### src/rtl/parity_serial_tx.sv
// Serial frame transmitter: start bit, WIDTH data bits LSB first, parity bit, stop bit.
// One bit per clock; a parallel word is accepted on load while the line is idle.
module parity_serial_tx #(
    parameter int WIDTH = 8,
    parameter int ODD   = 1
) (
    input  logic             clk,
    input  logic             rst_n,
    input  logic [WIDTH-1:0] data,
    input  logic             load,
    output logic             ready,
    output logic             sout,
    output logic             busy,
    output logic             done
);

    localparam int             CW   = $clog2(WIDTH + 1);
    localparam logic [CW-1:0]  LAST = CW'(WIDTH - 1);

    typedef enum logic [2:0] {
        S_IDLE,
        S_START,
        S_DATA,
        S_PAR,
        S_STOP
    } state_t;

    state_t           r_state;
    state_t           w_state_nxt;
    logic [WIDTH-1:0] r_shreg;
    logic [WIDTH-1:0] w_shreg_nxt;
    logic [CW-1:0]    r_cnt;
    logic [CW-1:0]    w_cnt_nxt;
    logic             r_par;
    logic             w_par_nxt;
    logic             r_sout;
    logic             w_sout_nxt;
    logic             r_busy;
    logic             r_done;
    logic             w_accept;

    assign w_accept = load && (r_state == S_IDLE);
    assign ready    = (r_state == S_IDLE);
    assign sout     = r_sout;
    assign busy     = r_busy;
    assign done     = r_done;

    always_ff @(posedge clk or negedge rst_n) begin
        if (!rst_n) begin
            r_state <= S_IDLE;
            r_shreg <= '0;
            r_cnt   <= '0;
            r_par   <= 1'b0;
            r_sout  <= 1'b1;
            r_busy  <= 1'b0;
            r_done  <= 1'b0;
        end else begin
            r_state <= w_state_nxt;
            r_shreg <= w_shreg_nxt;
            r_cnt   <= w_cnt_nxt;
            r_par   <= w_par_nxt;
            r_sout  <= w_sout_nxt;
            r_busy  <= (w_state_nxt != S_IDLE);
            r_done  <= (w_state_nxt == S_STOP);
        end
    end

    // Line value is computed for the state being entered, so sout lines up
    // with the state register on the same edge.
    always_comb begin
        w_state_nxt = r_state;
        w_shreg_nxt = r_shreg;
        w_cnt_nxt   = r_cnt;
        w_par_nxt   = r_par;
        w_sout_nxt  = r_sout;
        unique case (r_state)
            S_IDLE: begin
                w_sout_nxt = 1'b1;
                if (w_accept) begin
                    w_shreg_nxt = data;
                    w_par_nxt   = (ODD != 0) ? ~^data : ^data;
                    w_state_nxt = S_START;
                    w_sout_nxt  = 1'b0;
                end
            end
            S_START: begin
                w_state_nxt = S_DATA;
                w_cnt_nxt   = '0;
                w_sout_nxt  = r_shreg[0];
                w_shreg_nxt = r_shreg >> 1;
            end
            S_DATA: begin
                if (r_cnt == LAST) begin
                    w_state_nxt = S_PAR;
                    w_sout_nxt  = r_par;
                end else begin
                    w_cnt_nxt   = r_cnt + 1'b1;
                    w_sout_nxt  = r_shreg[0];
                    w_shreg_nxt = r_shreg >> 1;
                end
            end
            S_PAR: begin
                w_state_nxt = S_STOP;
                w_sout_nxt  = 1'b1;
            end
            S_STOP: begin
                w_state_nxt = S_IDLE;
                w_sout_nxt  = 1'b1;
            end
            default: begin
                w_state_nxt = S_IDLE;
                w_sout_nxt  = 1'b1;
            end
        endcase
    end

endmodule
### config.mk
export PLATFORM = sky130hd
export DESIGN_NAME = parity_serial_tx
export DESIGN_NICKNAME = d
export VERILOG_FILES = /design/src/rtl/parity_serial_tx.sv
export SDC_FILE = /design/constraint.sdc
export NUM_CORES = 1
export LEC_CHECK = 0
export BUFFER_PORTS_ARGS = -buffer_cell sky130_fd_sc_hd__buf_2
export CORE_MARGIN = 4
export CORE_UTILIZATION = 50
export DETAILED_ROUTE_END_ITERATION = 6
export GPL_ROUTABILITY_DRIVEN = 0
export PLACE_DENSITY = 0.71
export RECOVER_POWER = 100
export REMOVE_ABC_BUFFERS = 1
export SYNTH_ARGS = -nofsm -noshare
export SYNTH_HDL_FRONTEND = slang
export SYNTH_SLANG_ARGS = --single-unit
### constraint.sdc
create_clock -name clk -period 4.95 [get_ports clk]
set_clock_uncertainty 0.2 [all_clocks]
set_input_delay 0.99 -clock clk [delete_from_list [all_inputs] [get_ports clk]]
set_output_delay 0.99 -clock clk [all_outputs]
set_load 0.05 [all_outputs]
==> results.md, run 1 <==
- The area growth from synthesis to layout is 4.27%.
- The flow ran to the end, but the final reports show violations.
- The number of setup violations in the final report is 0.
- The cell chosen for the clock root is sky130_fd_sc_hd__clkbuf_4.
- The clock network latency to the later pin of the worst-skew pair is between 200 and 300 ps.
- After detailed routing, the number of remaining DRC violations is 0.
- The startpoint of the most critical register-to-register path is r_cnt[0].
- The post-synthesis cell count is between 90 and 100.
- The total die area is between 0.002 and 0.003 sq mm.
- The global-route congestion overflow total is 0.
- The post-layout minimum cycle time is about 3000 ps.
- The number of antenna violations at the first check in global routing is 0.
- The count of vias placed by the detailed router is about 720.
- The deepest level of the CTS H-tree is 1.
- Dividing the final minimum period by the clock period gives between 60 and 70%.
- STA classifies the critical path endpoint as a flop.
- The synthesized netlist occupies a cell area of roughly 0.0010 sq mm.
- Setup repair after global routing left no endpoint under its margin.
- The max-slew violation count is 17.
- For this configuration, the core starts out at a cell density of a little over half.
- In the final routed layout, each cell accounts on average for between 10 and 15 um.
- The launch point of the worst hold path is r_par.
- The largest buffer count on any clock path is 2.
- The cell leakage power is about 0.46 nW.
- Based on the critical path, the design can be clocked at up to around 330 MHz.
- The total iterations of the first detailed-routing run is 3.
- The reg-to-reg endpoint is r_shreg[7].
- The I/O pin total is 15.
- The share of flip-flops with an asynchronous set or reset after synthesis is 100%.
- Port buffering added 14 buffers.
- The worst setup path is of the flop to flop kind.
- The tightest slew margin relative to the limit is -27.5%.
- Summing internal, switching and leakage power gives 0.000697 W.
- The pin count of the biggest net entering global routing is 20.
- Measured in cells, the most critical reg-to-reg path has a length of 5.
- The combined area of the multi-input logic cells is roughly 460 sq um.
- The number of clock buffers added by TritonCTS is 3.
- In this run the post-CTS setup repair buffer count came out at 0.
- The area of the placeable core is between 0.0015 and 0.002 sq mm.
- Summed over all instances, the cell type with the most area after synthesis is sky130_fd_sc_hd__dfrtp_1.
- In the post-synthesis netlist, the biggest area contributors are sky130_fd_sc_hd__dfrtp_1 44%, sky130_fd_sc_hd__mux2i_1 6.8%, sky130_fd_sc_hd__xnor2_1 5.1%.
- The share of the Yosys chip area taken by registers is a little under half.
- The wire length of the first global-routing pass is around 3200 um.
- The CTS tree is built.
- After clock tree synthesis, the clock-pin slew on the worst setup and hold paths is about 100 ps.
- The depth of the worst hold-timing path is 2.
- The tightest min-delay check is of the flop to flop type.
- By count the netlist is led by 18 x sky130_fd_sc_hd__dfrtp_1, 9 x sky130_fd_sc_hd__a21oi_1, 8 x sky130_fd_sc_hd__nand2_1, 8 x sky130_fd_sc_hd__nor2_1, 7 x sky130_fd_sc_hd__mux2i_1.
- The path with the worst hold slack has its endpoint at r_par.
- After synthesis, the netlist uses 35 different library cells.
- Fill cells in the final layout number 209.
- The count of instances resized after the clock tree is built is 0.
- The type of origin of the critical path is a flop.
- Hold repair after CTS inserted 0 buffers.
- The most numerous cell in the Yosys netlist is sky130_fd_sc_hd__dfrtp_1.
- The number of nets at the end of the flow is about 120.
- The synthesized design contains 19 register bits.
- The number of diodes is 0.
- The maximum vdd drop is approximately 350 uV.
- The arrival time at the worst endpoint is 3020 ps.
- The via count of the first global-routing pass came to between 600 and 700.
- Summed over all layers, the routed wires come to around 1800 um.
- The pin slew with the least headroom to its limit is approximately 1900 ps.
- Of all nets on the critical path, the largest fanout is 16.
- For the final routed database, the setup TNS stands at 0 ps.
- The sequential cell area is approximately 480 sq um.
- The flop-to-flop setup slack is roughly 1900 ps.
- Averaged over all synthesized cells, the footprint is between 10 and 15 sq um.
- The ratio of total power to cell area is ~650 mW/mm^2.
- The total routing resource utilization after global routing is around 16%.
- The number of enable-type register cells in the synthesized netlist is 0.
- Measured along the y axis, the die boundary spans 53.3 um.
- Among all flip-flop cells after synthesis, the most frequent one is sky130_fd_sc_hd__dfrtp_1.
- Using the TritonRoute via totals, the vias-per-cell ratio works out to 5.22.
- The number of antenna-violating nets in the routed design is 0.
- The placed wire-length estimate after detailed placement is about 1300 um.
- The hold violation total from the final report is 0.
- The synthesized design devotes to its leading area cell type 43.9% of total area.
- During synthesis, Yosys emitted a total of 0 warnings.
- The tool flagged a number of max-cap violations equal to 1.
- The initialized floorplan defines 16 standard-cell rows.
- The horizontal die dimension is 53.3 um.
- The share of post-route cells with drive strength above 1 is ~15%.
- The number of clock sinks seen by CTS is 19.
- For the worst setup path, the data required time is around 5000 ps.
- The final reports fail on capacitance limit, slew limit.
- The count of routing violations after the opening detailed-route iteration is 7.
## metal layers
| layer | global-route usage, % | part of all wire [%] | vias up |
|---|---|---|---|
| met5 | 0 | 0 | - |
| met4 | 3.83 | 1.1 | 0 |
| met3 | 5.92 | 5.1 | 2 |
| met2 | 23.3 | 45 | 12 |
| met1 | 21.3 | 49 | 339 |
| li1 | - | - | 368 |
## power by group
group / leakage, nW / switching, W / internal, W
sequential: 0.230 / 0.0000673 / 0.000230
combinational: 0.215 / 0.000198 / 0.000125
clock: 0.0150 / 0.0000453 / 0.0000313
total: 0.460 / 0.000311 / 0.000386
## per-stage QoR
step / instances / hold WS (ps) / worst slack (ps) / util, % / instance area [sq um]
after floorplan: 93 / 249 / 2100 / - / 981
after global placement: 134 / 285 / 2670 / 55.3 / 1080
after detailed placement: 134 / 298 / 2640 / 55.3 / 1080
after CTS: 138 / 323 / 2300 / 56.6 / 1110
after global routing: 138 / 361 / 1620 / 54.5 / 1070
final: 138 / 317 / 1950 / 54.5 / 1070
## state kept, by name, indices dropped and copies added (netlist names)
| name | count |
|---|---|
| busy | 1 |
| sout | 1 |
| done | 1 |
| r_par | 1 |
| r_shreg | 8 |
| r_state | 3 |
| r_cnt | 4 |
## cells by family after synthesis
kind of cell / count (synthesis) / synth area share, %
AND/OR/NAND/NOR: 34 / 19.3
buffers and inverters: 7 / 5.12
flip-flops: 19 / 46.5
AO/OA/AOI/OAI: 23 / 15.1
multiplexers: 7 / 6.83
adder cells (fa/ha/maj): 1 / 1.22
XOR/XNOR: 7 / 5.98
## layout by cell type (no fill, tap or decap), types with 3 or more instances in the layout
master and count:
sky130_fd_sc_hd__mux2i_1 7, sky130_fd_sc_hd__xnor2_1 6, sky130_fd_sc_hd__buf_2 8, sky130_fd_sc_hd__nand2_1 8, sky130_fd_sc_hd__clkbuf_1 7, sky130_fd_sc_hd__nand3_1 3, sky130_fd_sc_hd__clkbuf_4 3, sky130_fd_sc_hd__o21ai_0 6
sky130_fd_sc_hd__dfrtp_1 18, sky130_fd_sc_hd__a21oi_1 10, sky130_fd_sc_hd__nor2_1 8
## layout make-up
cell class                 instances  share of cell area [%]
inverter                           2                   0.702
sequential                        19                    44.6
tap                               27                    3.16
multi-input combinational         72                    43.3
timing repair buffer              14                    5.85
clock buffer                       4                    2.46
## critical path: stages (launching register included)
cell and delay (ps):
sky130_fd_sc_hd__dfrtp_1 440, sky130_fd_sc_hd__ha_1 250, sky130_fd_sc_hd__and3b_1 270, sky130_fd_sc_hd__a211oi_1 1470, sky130_fd_sc_hd__nand3b_1 150, sky130_fd_sc_hd__o21ai_1 150
## worst max-delay path by stage
| stage | startpoint | to | slack (ps) | cells after the start |
|---|---|---|---|---|
| after global routing | r_cnt[0] | r_shreg[7] | 1620 | 5 |
| after detailed placement | load | r_shreg[7] | 2640 | 5 |
| after floorplan | r_state[0] | ready | 2100 | 1 |
| after global placement | r_state[0] | ready | 2670 | 2 |
| final | r_cnt[0] | r_shreg[7] | 1950 | 5 |
| after CTS | r_state[0] | ready | 2300 | 2 |
No activity file was read; power rests on OpenSTA's default activity.
==> run 2: changes to the inputs <==
--- a/config.mk
+++ b/config.mk
@@ -5,12 +5,13 @@
 export SDC_FILE = /design/constraint.sdc
 export NUM_CORES = 1
 export LEC_CHECK = 0
+export ABC_AREA = 1
 export BUFFER_PORTS_ARGS = -buffer_cell sky130_fd_sc_hd__buf_2
 export CORE_MARGIN = 4
 export CORE_UTILIZATION = 50
 export DETAILED_ROUTE_END_ITERATION = 6
 export GPL_ROUTABILITY_DRIVEN = 0
-export PLACE_DENSITY = 0.71
+export PLACE_DENSITY = 0.74
 export RECOVER_POWER = 100
 export REMOVE_ABC_BUFFERS = 1
 export SYNTH_ARGS = -nofsm -noshare
==> constraint.sdc (replaced) <==
create_clock -name clk -period 2.5 [get_ports clk]
set_clock_uncertainty 0.2 [all_clocks]
set_input_delay 0.5 -clock clk [delete_from_list [all_inputs] [get_ports clk]]
set_output_delay 0.5 -clock clk [all_outputs]
set_load 0.05 [all_outputs]
==> results.md, run 2 <==
- Yosys printed 0 warnings.
- The cell area after synthesis is between 0.001 and 0.0015 sq mm.
- The setup slack at placement is ~870 ps.
- The highest net fanout along the worst path is 15.
- The share of flip-flops with an asynchronous set or reset after synthesis is 100%.
- The region available for standard cell placement spans 0.00204 sq mm.
- The number of antenna diodes in the final layout is 0.
- Summing all multi-input logic gate instances after layout gives ~480 sq um.
- In this run switching power makes up 49.2% of total power.
- The cell taking the most area after synthesis is sky130_fd_sc_hd__dfrtp_1.
- The top cell types in the final layout, fill and taps aside, are 63 x sky130_fd_sc_hd__nand2_1, 22 x sky130_fd_sc_hd__inv_1, 18 x sky130_fd_sc_hd__dfrtp_1.
- After the first detailed-routing iteration, the DRC count stood at 13.
- The type of the worst min-delay path is input pin to flop.
- Data on the critical path arrives at its endpoint at 1980 ps.
- Of the cells placed in the final design, the portion with a size suffix greater than 1 is roughly an eighth.
- The tightest slew margin relative to the limit is between 30% and 40%.
- The hold violation total from the final report is 0.
- In this run the remaining antenna-violating nets after routing total 0.
- The instance count after placement with tap cells included is roughly 190.
- The clock transition time at the flip-flop clock pins of the worst setup and hold paths is 100 ps.
- The startpoint-to-endpoint class of the critical path is flop to flop.
- The global routing usage on met1 is between 15 and 20%.
- The max-slew violation count is 0.
- The final cell count without fillers is slightly below 200.
- The die covers approximately 0.003 sq mm.
- From left edge to right edge, the die measures roughly 55 um.
- The most used flip-flop cell after synthesis is sky130_fd_sc_hd__dfrtp_1.
- The flip-flop and latch count after synthesis is 19.
- The count of filler cells inserted in the layout is between 150 and 200.
- The first global-routing pass estimated between 3000 and 4000 um of wire.
- The xor and xnor area share after synthesis is less than 1%.
- The layer with the highest usage after global routing is met2.
- For the final routed database, the setup TNS stands at 0 ps.
- For the pin with the worst max-slew slack, the measured transition is between 1000 and 1500 ps.
- In this run the critical register-to-register path is captured at r_shreg[7].
- The compound-gate portion of the synthesized area is 7.34%.
- The max-cap check violation count is 0.
- The flow ran to the end, and the final reports show no timing, DRC or antenna violations.
- Global routing used 29.3% of the available met2 tracks.
- The final worst setup slack is between 500 and 600 ps.
- The cell row count is 16.
- The post-synthesis cell count is about 150.
- The pin count of the biggest net entering global routing is 20.
- The number of clock sinks seen by CTS is 19.
- The worst path uses a little under 80% of the clock period.
- The number of enable-type register cells in the synthesized netlist is 0.
- In the routed design, unresolved DRC markers number 0.
- The number of flip-flops in the largest register is 8.
- The I/O pin total is 15.
- The total iterations of the first detailed-routing run is 4.
- Data on the critical path is required at its endpoint by 2490 ps.
- The worst setup path is captured at a flop.
- Yosys instantiated no cell more often than sky130_fd_sc_hd__nand2_1.
- The depth of the worst register-to-register path is 8.
- The ratio of total power to cell area is ~1200 mW/mm^2.
- The initial utilization of the core area, before any placement, comes to around 54%.
- The number of antenna violations at the first check in global routing is 0.
- The setup check on the worst reg-to-reg path leaves a slack of between 500 and 600 ps.
- The arithmetic-cell share of the synthesized area counting full adders, half adders and majority gates is roughly 1.1%.
- The post-detailed-route via-to-cell ratio is 4.83.
- For this run, global-route usage on met3 was measured as between 2 and 2.5%.
- In the final routed layout, each cell accounts on average for between 10 and 15 um.
- The most common library cell in the layout ignoring fill and taps is sky130_fd_sc_hd__nand2_1.
- The destination of the critical timing path is r_shreg[7].
- The cell leakage power is about 0.67 nW.
- The largest registers in the layout are r_shreg (8), r_cnt (4), r_state (3).
- TritonCTS built the clock tree.
- The largest register by flop count is r_shreg.
- The number of different library cells in the post-synthesis netlist is 24.
- The simple logic cell fraction of the synthesized area is between 30% and 40%.
- The deepest level of the CTS H-tree is 1.
- The maximum vdd drop is 609 uV.
- The clock passes through at most 2 buffers.
- Of the post-synthesis cell area, the dominant cell type holds approximately two fifths.
- The total clock buffers created by CTS is 3.
- The via count of the first global-routing pass was slightly below 900.
- The count of vias placed by the detailed router is 932.
- The total routing resource utilization after global routing is around 16%.
- The post-layout minimum cycle time is about 2000 ps.
- The number of nets at the end of the flow is around 180.
- Cells fill 58.1% of the core in the end.
- The combinational family with the most area after synthesis is simple AND/OR/NAND/NOR gates.
- STA classifies the critical path startpoint as a flop.
- The combinational share of power is between 50% and 60%.
- The startpoint identified for the worst register-to-register timing path is r_state[1].
- The critical path starts at r_state[1].
- The sequential cells in the finished layout cover a total of approximately 480 sq um.
- The post-synthesis mux area share is 0%.
- From bottom edge to top edge, the die measures 55.1 um.
- A synthesized cell averages between 7 and 8 sq um.
- By area the synthesized netlist is led by sky130_fd_sc_hd__dfrtp_1 41%, sky130_fd_sc_hd__nand2_1 21%, sky130_fd_sc_hd__inv_1 6.8%.
- Summed over all layers, the global routing overflow is 0.
- By count the netlist is led by 62 x sky130_fd_sc_hd__nand2_1, 20 x sky130_fd_sc_hd__inv_1, 18 x sky130_fd_sc_hd__dfrtp_1, 7 x sky130_fd_sc_hd__nand3_1, 7 x sky130_fd_sc_hd__o21ai_1.
- Compared with the post-synthesis result, the final layout area differs by 7.23%.
- After legalization and detailed placement, the total HPWL measured about 1500 um.
- The power spent charging and discharging nets is between 0.0006 and 0.0007 W.
- For this block, the routed nets add up to 1990 um of wire.
- In this run, the clock network consumes between 10 and 15% of the power.
- The number of setup violations in the final report is 0.
- The internal portion of the total power is between 0.0007 and 0.0008 W.
- The number of buffers inserted by port buffering is 14.
- The tree is rooted in a sky130_fd_sc_hd__clkbuf_4.
- The maximum frequency from static timing analysis is 503 MHz.
- Sequential cells were found to cover between 40% and 50% of the synthesized design area.
- The worst hold path was traced through 3 stages.
- Setup repair after global routing left no endpoint under its margin.
- Clock latency on the worst-skew pair, taken at its later pin, is between 200 and 300 ps.
- After clock tree synthesis, the repair step resized 0 gates.
- The sequential power share is between 30% and 40%.
==> run 2: repair_timing <==
item                                   CTS  global route
endpoints found under the hold margin   18             0
hold buffers                             1             0
setup buffers                            0             0
setup endpoints to repair                0             0
==> run 2: cells by family after synthesis <==
kind of cell               Yosys count
DFF                                 19
adders and majority gates            1
xor gates and xnor gates             1
buffers and inverters               26
and+or+nand+nor                     86
AOI/OAI and AO/OA                   15
==> run 2: worst max-delay path, stage by stage, from the launching register on <==
cell,delay (ps)
sky130_fd_sc_hd__dfrtp_1,420
sky130_fd_sc_hd__inv_1,140
sky130_fd_sc_hd__nand3_1,110
sky130_fd_sc_hd__nand2_1,390
sky130_fd_sc_hd__nor2_1,220
sky130_fd_sc_hd__nor2_8,230
sky130_fd_sc_hd__inv_6,70
sky130_fd_sc_hd__nand2_1,60
sky130_fd_sc_hd__nand2_1,50
==> run 2: final cells by class <==
| type | instances | area share (%) |
|---|---|---|
| clock buffer | 4 | 2.21 |
| inverter | 25 | 8.32 |
| tap | 27 | 2.85 |
| sequential | 19 | 40.1 |
| multi-input combinational | 103 | 40.1 |
| timing repair buffer | 15 | 6.32 |
==> run 2: per-stage QoR <==
step	power (W)	hold slack, ps	cell area (sq um)
global route	0.00153	289	1190
global placement	0.00131	258	1200
CTS	0.00149	276	1240
detailed placement	0.00134	260	1200
floorplan	0.00116	4.41	1100
finish	0.00139	275	1190
==> run 2: power groups by stage <==
stage          combinational [W]  clock [W]  sequential, W
2_1_floorplan           0.000584          0       0.000581
3_3_place_gp            0.000789          0       0.000517
3_5_place_dp            0.000817          0       0.000521
4_1_cts                 0.000821   0.000160       0.000514
5_1_grt                 0.000826   0.000172       0.000530
6_report                0.000726   0.000152       0.000514
==> run 2: how the worst min path moves through the flow <==
stage / start / end
4_1_cts: data[7] / r_shreg[7]
3_3_place_gp: rst_n / r_cnt[2]
5_1_grt: data[7] / r_shreg[7]
6_report: data[7] / r_shreg[7]
2_1_floorplan: rst_n / busy
3_5_place_dp: rst_n / r_cnt[3]
==> run 2: metal layers <==
metal  up-vias  wire length (um)
li1        489                 -
met1       423               874
met2        18              1010
met3         2               100
met4         0                 9
met5         -                 0
==> run 3: changes to the inputs <==
--- a/config.mk
+++ b/config.mk
@@ -5,13 +5,13 @@
 export SDC_FILE = /design/constraint.sdc
 export NUM_CORES = 1
 export LEC_CHECK = 0
-export ABC_AREA = 1
+export ABC_AREA = 0
 export BUFFER_PORTS_ARGS = -buffer_cell sky130_fd_sc_hd__buf_2
 export CORE_MARGIN = 4
 export CORE_UTILIZATION = 50
 export DETAILED_ROUTE_END_ITERATION = 6
 export GPL_ROUTABILITY_DRIVEN = 0
-export PLACE_DENSITY = 0.74
+export PLACE_DENSITY = 0.71
 export RECOVER_POWER = 100
 export REMOVE_ABC_BUFFERS = 1
 export SYNTH_ARGS = -nofsm -noshare
==> constraint.sdc (replaced) <==
create_clock -name clk -period 2.1 [get_ports clk]
set_clock_uncertainty 0.2 [all_clocks]
set_input_delay 0.42 -clock clk [delete_from_list [all_inputs] [get_ports clk]]
set_output_delay 0.42 -clock clk [all_outputs]
set_load 0.05 [all_outputs]
==> results.md, run 3 (synthesis gave the netlist of run 1 again) <==
- The register with the most flip-flops in the layout has 8 of them.
- In this run the worst hold path is classified as input pin to flop.
- The total die area is about 0.0028 sq mm.
- Data on the critical path is required at its endpoint by around 1500 ps.
- The max-slew violation count is 0.
- The number of antenna violations at the first check in global routing is 0.
- The deepest level of the CTS H-tree is 1.
- The final cell count without fillers is 140.
- The signal on the critical path passes through nor3_2, clkbuf_4.
- The I/O pin total is 15.
- The starting density of the core is 52.3%.
- After global routing the overflow that remains totals 0.
- Setup violations remaining at the end of the flow were counted as 0.
- The largest registers in the layout are r_shreg (8), r_cnt (4), r_state (3).
- The signed area change from the synthesized netlist to the final layout is 9.39%.
- The wire-length estimate of the detail-placed layout is approximately 1400 um.
- The number of clock sinks seen by CTS is 19.
- Clock-pin slew was measured on the worst setup and hold paths at roughly 100 ps.
- The count of unresolved DRC violations after routing is 0.
- Setup repair after global routing left no endpoint under its margin.
- The hold violation total from the final report was 0.
- VDD sags by at most between 700 and 800 uV.
- The count of routing violations after the opening detailed-route iteration is 7.
- The clock network latency to the later pin of the worst-skew pair is roughly 290 ps.
- In this run the power density over the cells is roughly 1500 mW/mm^2.
- The instance count after placement with tap cells included is approximately 140.
- The slowest cell on the critical path is sky130_fd_sc_hd__dfrtp_1.
- The cell row count is 16.
- The average wire per cell in the routed design is 12.8 um.
- The via count of the first global-routing pass is about 740.
- The flow ran to the end, and the final reports show no timing, DRC or antenna violations.
- The total clock buffers created by CTS is 3.
- In the layout the commonest cells are 18 x sky130_fd_sc_hd__dfrtp_1, 10 x sky130_fd_sc_hd__a21oi_1, 9 x sky130_fd_sc_hd__buf_2.
- Timing would allow up to about 500 MHz.
- Summed over all cells, the static leakage comes to roughly 0.48 nW.
- Data arrives at the worst endpoint at around 1400 ps.
- Ranked by flip-flop count, first place goes to r_shreg.
- The pin count of the biggest net entering global routing is 20.
- The number of antenna-violating nets in the routed design is 0.
- The number of diodes is 0.
- The cell sitting at the root of the clock tree is a sky130_fd_sc_hd__clkbuf_4.
- The setup total negative slack is 0 ps.
- The pin slew with the least headroom to its limit is 1020 ps.
- The post-layout minimum cycle time is approximately 2000 ps.
- The post-CTS setup buffer count is 0.
- The total routing resource utilization after global routing is 15.5%.
- Max-cap violations in this run came to 0.
- The biggest cell delay along the critical path is around 550 ps.
- The most common library cell in the layout ignoring fill and taps is sky130_fd_sc_hd__dfrtp_1.
- The CTS tree is built.
- The wire length of the first global-routing pass is 3190 um.
- The horizontal die dimension is ~53 um.
- The worst setup path is launched from a flop.
- The buffers plus inverters on the worst setup path is 1.
- The critical path in this run is classified as flop to output port.
- STA classifies the critical path endpoint as an output port.
- The highest net fanout along the worst path is 11.
- The largest buffer count on any clock path is 2.
- The tightest slew margin relative to the limit is between 30% and 40%.
- The total area inside the core boundary comes to 0.00196 sq mm.
- The total iterations of the first detailed-routing run is 4.
- During placement, the flow inserted port buffers numbering 14.
- The die span in y is between 50 and 60 um.
- The final critical path takes up between 90% and 100% of the cycle.
- The post-detailed-route via-to-cell ratio is 5.23.
- The wire length reported by the detailed router is 1800 um.
- The cell class contributing the biggest share of worst-path delay is flip-flops.
- The number of nets at the end of the flow is 126.
- The share of post-route cells with drive strength above 1 is between 20% and 30%.
- The count of vias placed by the detailed router is roughly 730.
[run 3: changes by cell type in the layout (fill, tap and decap cells not counted), sizes merged, moves of 3 or more]
cell,change
nand2,-55
inv,-23
a21oi,+11
mux2i,+7
nand3,-7
xnor2,+6
o21ai,-4
nand2b,+3
[run 3: final timing paths]
path	startpoint	endpoint	slack, ps	cells past startpoint
setup / recovery	r_state[0]	ready	100	2
hold / removal	load	r_state[0]	200	3
setup reg to reg	r_state[0]	r_shreg[7]	180	5
hold reg to reg	r_par	r_par	320	2
max in group asynchronous	rst_n	r_cnt[1]	470	2
min in group asynchronous	rst_n	r_state[0]	620	2
[run 3: routing by layer]
metal / GRT usage, % / wire, um / vias up
li1: - / - / 376
met1: 18.7 / 816 / 341
met2: 25.3 / 888 / 13
met3: 4.79 / 80 / 2
met4: 5.96 / 12 / 0
met5: 0 / 0 / -
[run 3: worst min-delay path: stages]
cell	delay, ps
sky130_fd_sc_hd__buf_2	90
sky130_fd_sc_hd__nand2_1	80
sky130_fd_sc_hd__nand2_1	70
[run 3: stage by stage]
step                hold slack [ps]  total power [W]  setup WS (ps)  cell area (sq um)  utilization (%)
finish                          197          0.00171            102               1120             57.2
global route                    219          0.00186           20.2               1120             57.2
CTS                             196          0.00174           5.71               1130             57.5
detailed placement              187          0.00156            238               1090             55.7
global placement                178          0.00153            298               1090             55.7
floorplan                     -75.6          0.00135           -262                981                -
[run 3: final cells by class]
type / instances / area [sq um]
Inverter: 2 / 7.51
Multi-Input combinational cell: 72 / 493
Sequential cell: 19 / 477
Timing Repair Buffer: 16 / 85.1
Clock buffer: 4 / 26.3
Fill cell: 189 / 840
Tap cell: 27 / 33.8
[run 3: where the power goes]
part | internal (W) | switching (W) | leakage [nW]
combinational | 0.000334 | 0.000488 | 0.238
clock | 0.0000738 | 0.000106 | 0.0150
sequential | 0.000540 | 0.000167 | 0.230
[run 3: repair_timing]
| item | 4_1_cts | 5_1_grt |
|---|---|---|
| hold buffers | 1 | 0 |
| gates resized for setup | 0 | 2 |
| hold endpoints to repair | 18 | 0 |
| endpoints found under the setup margin | 0 | 1 |
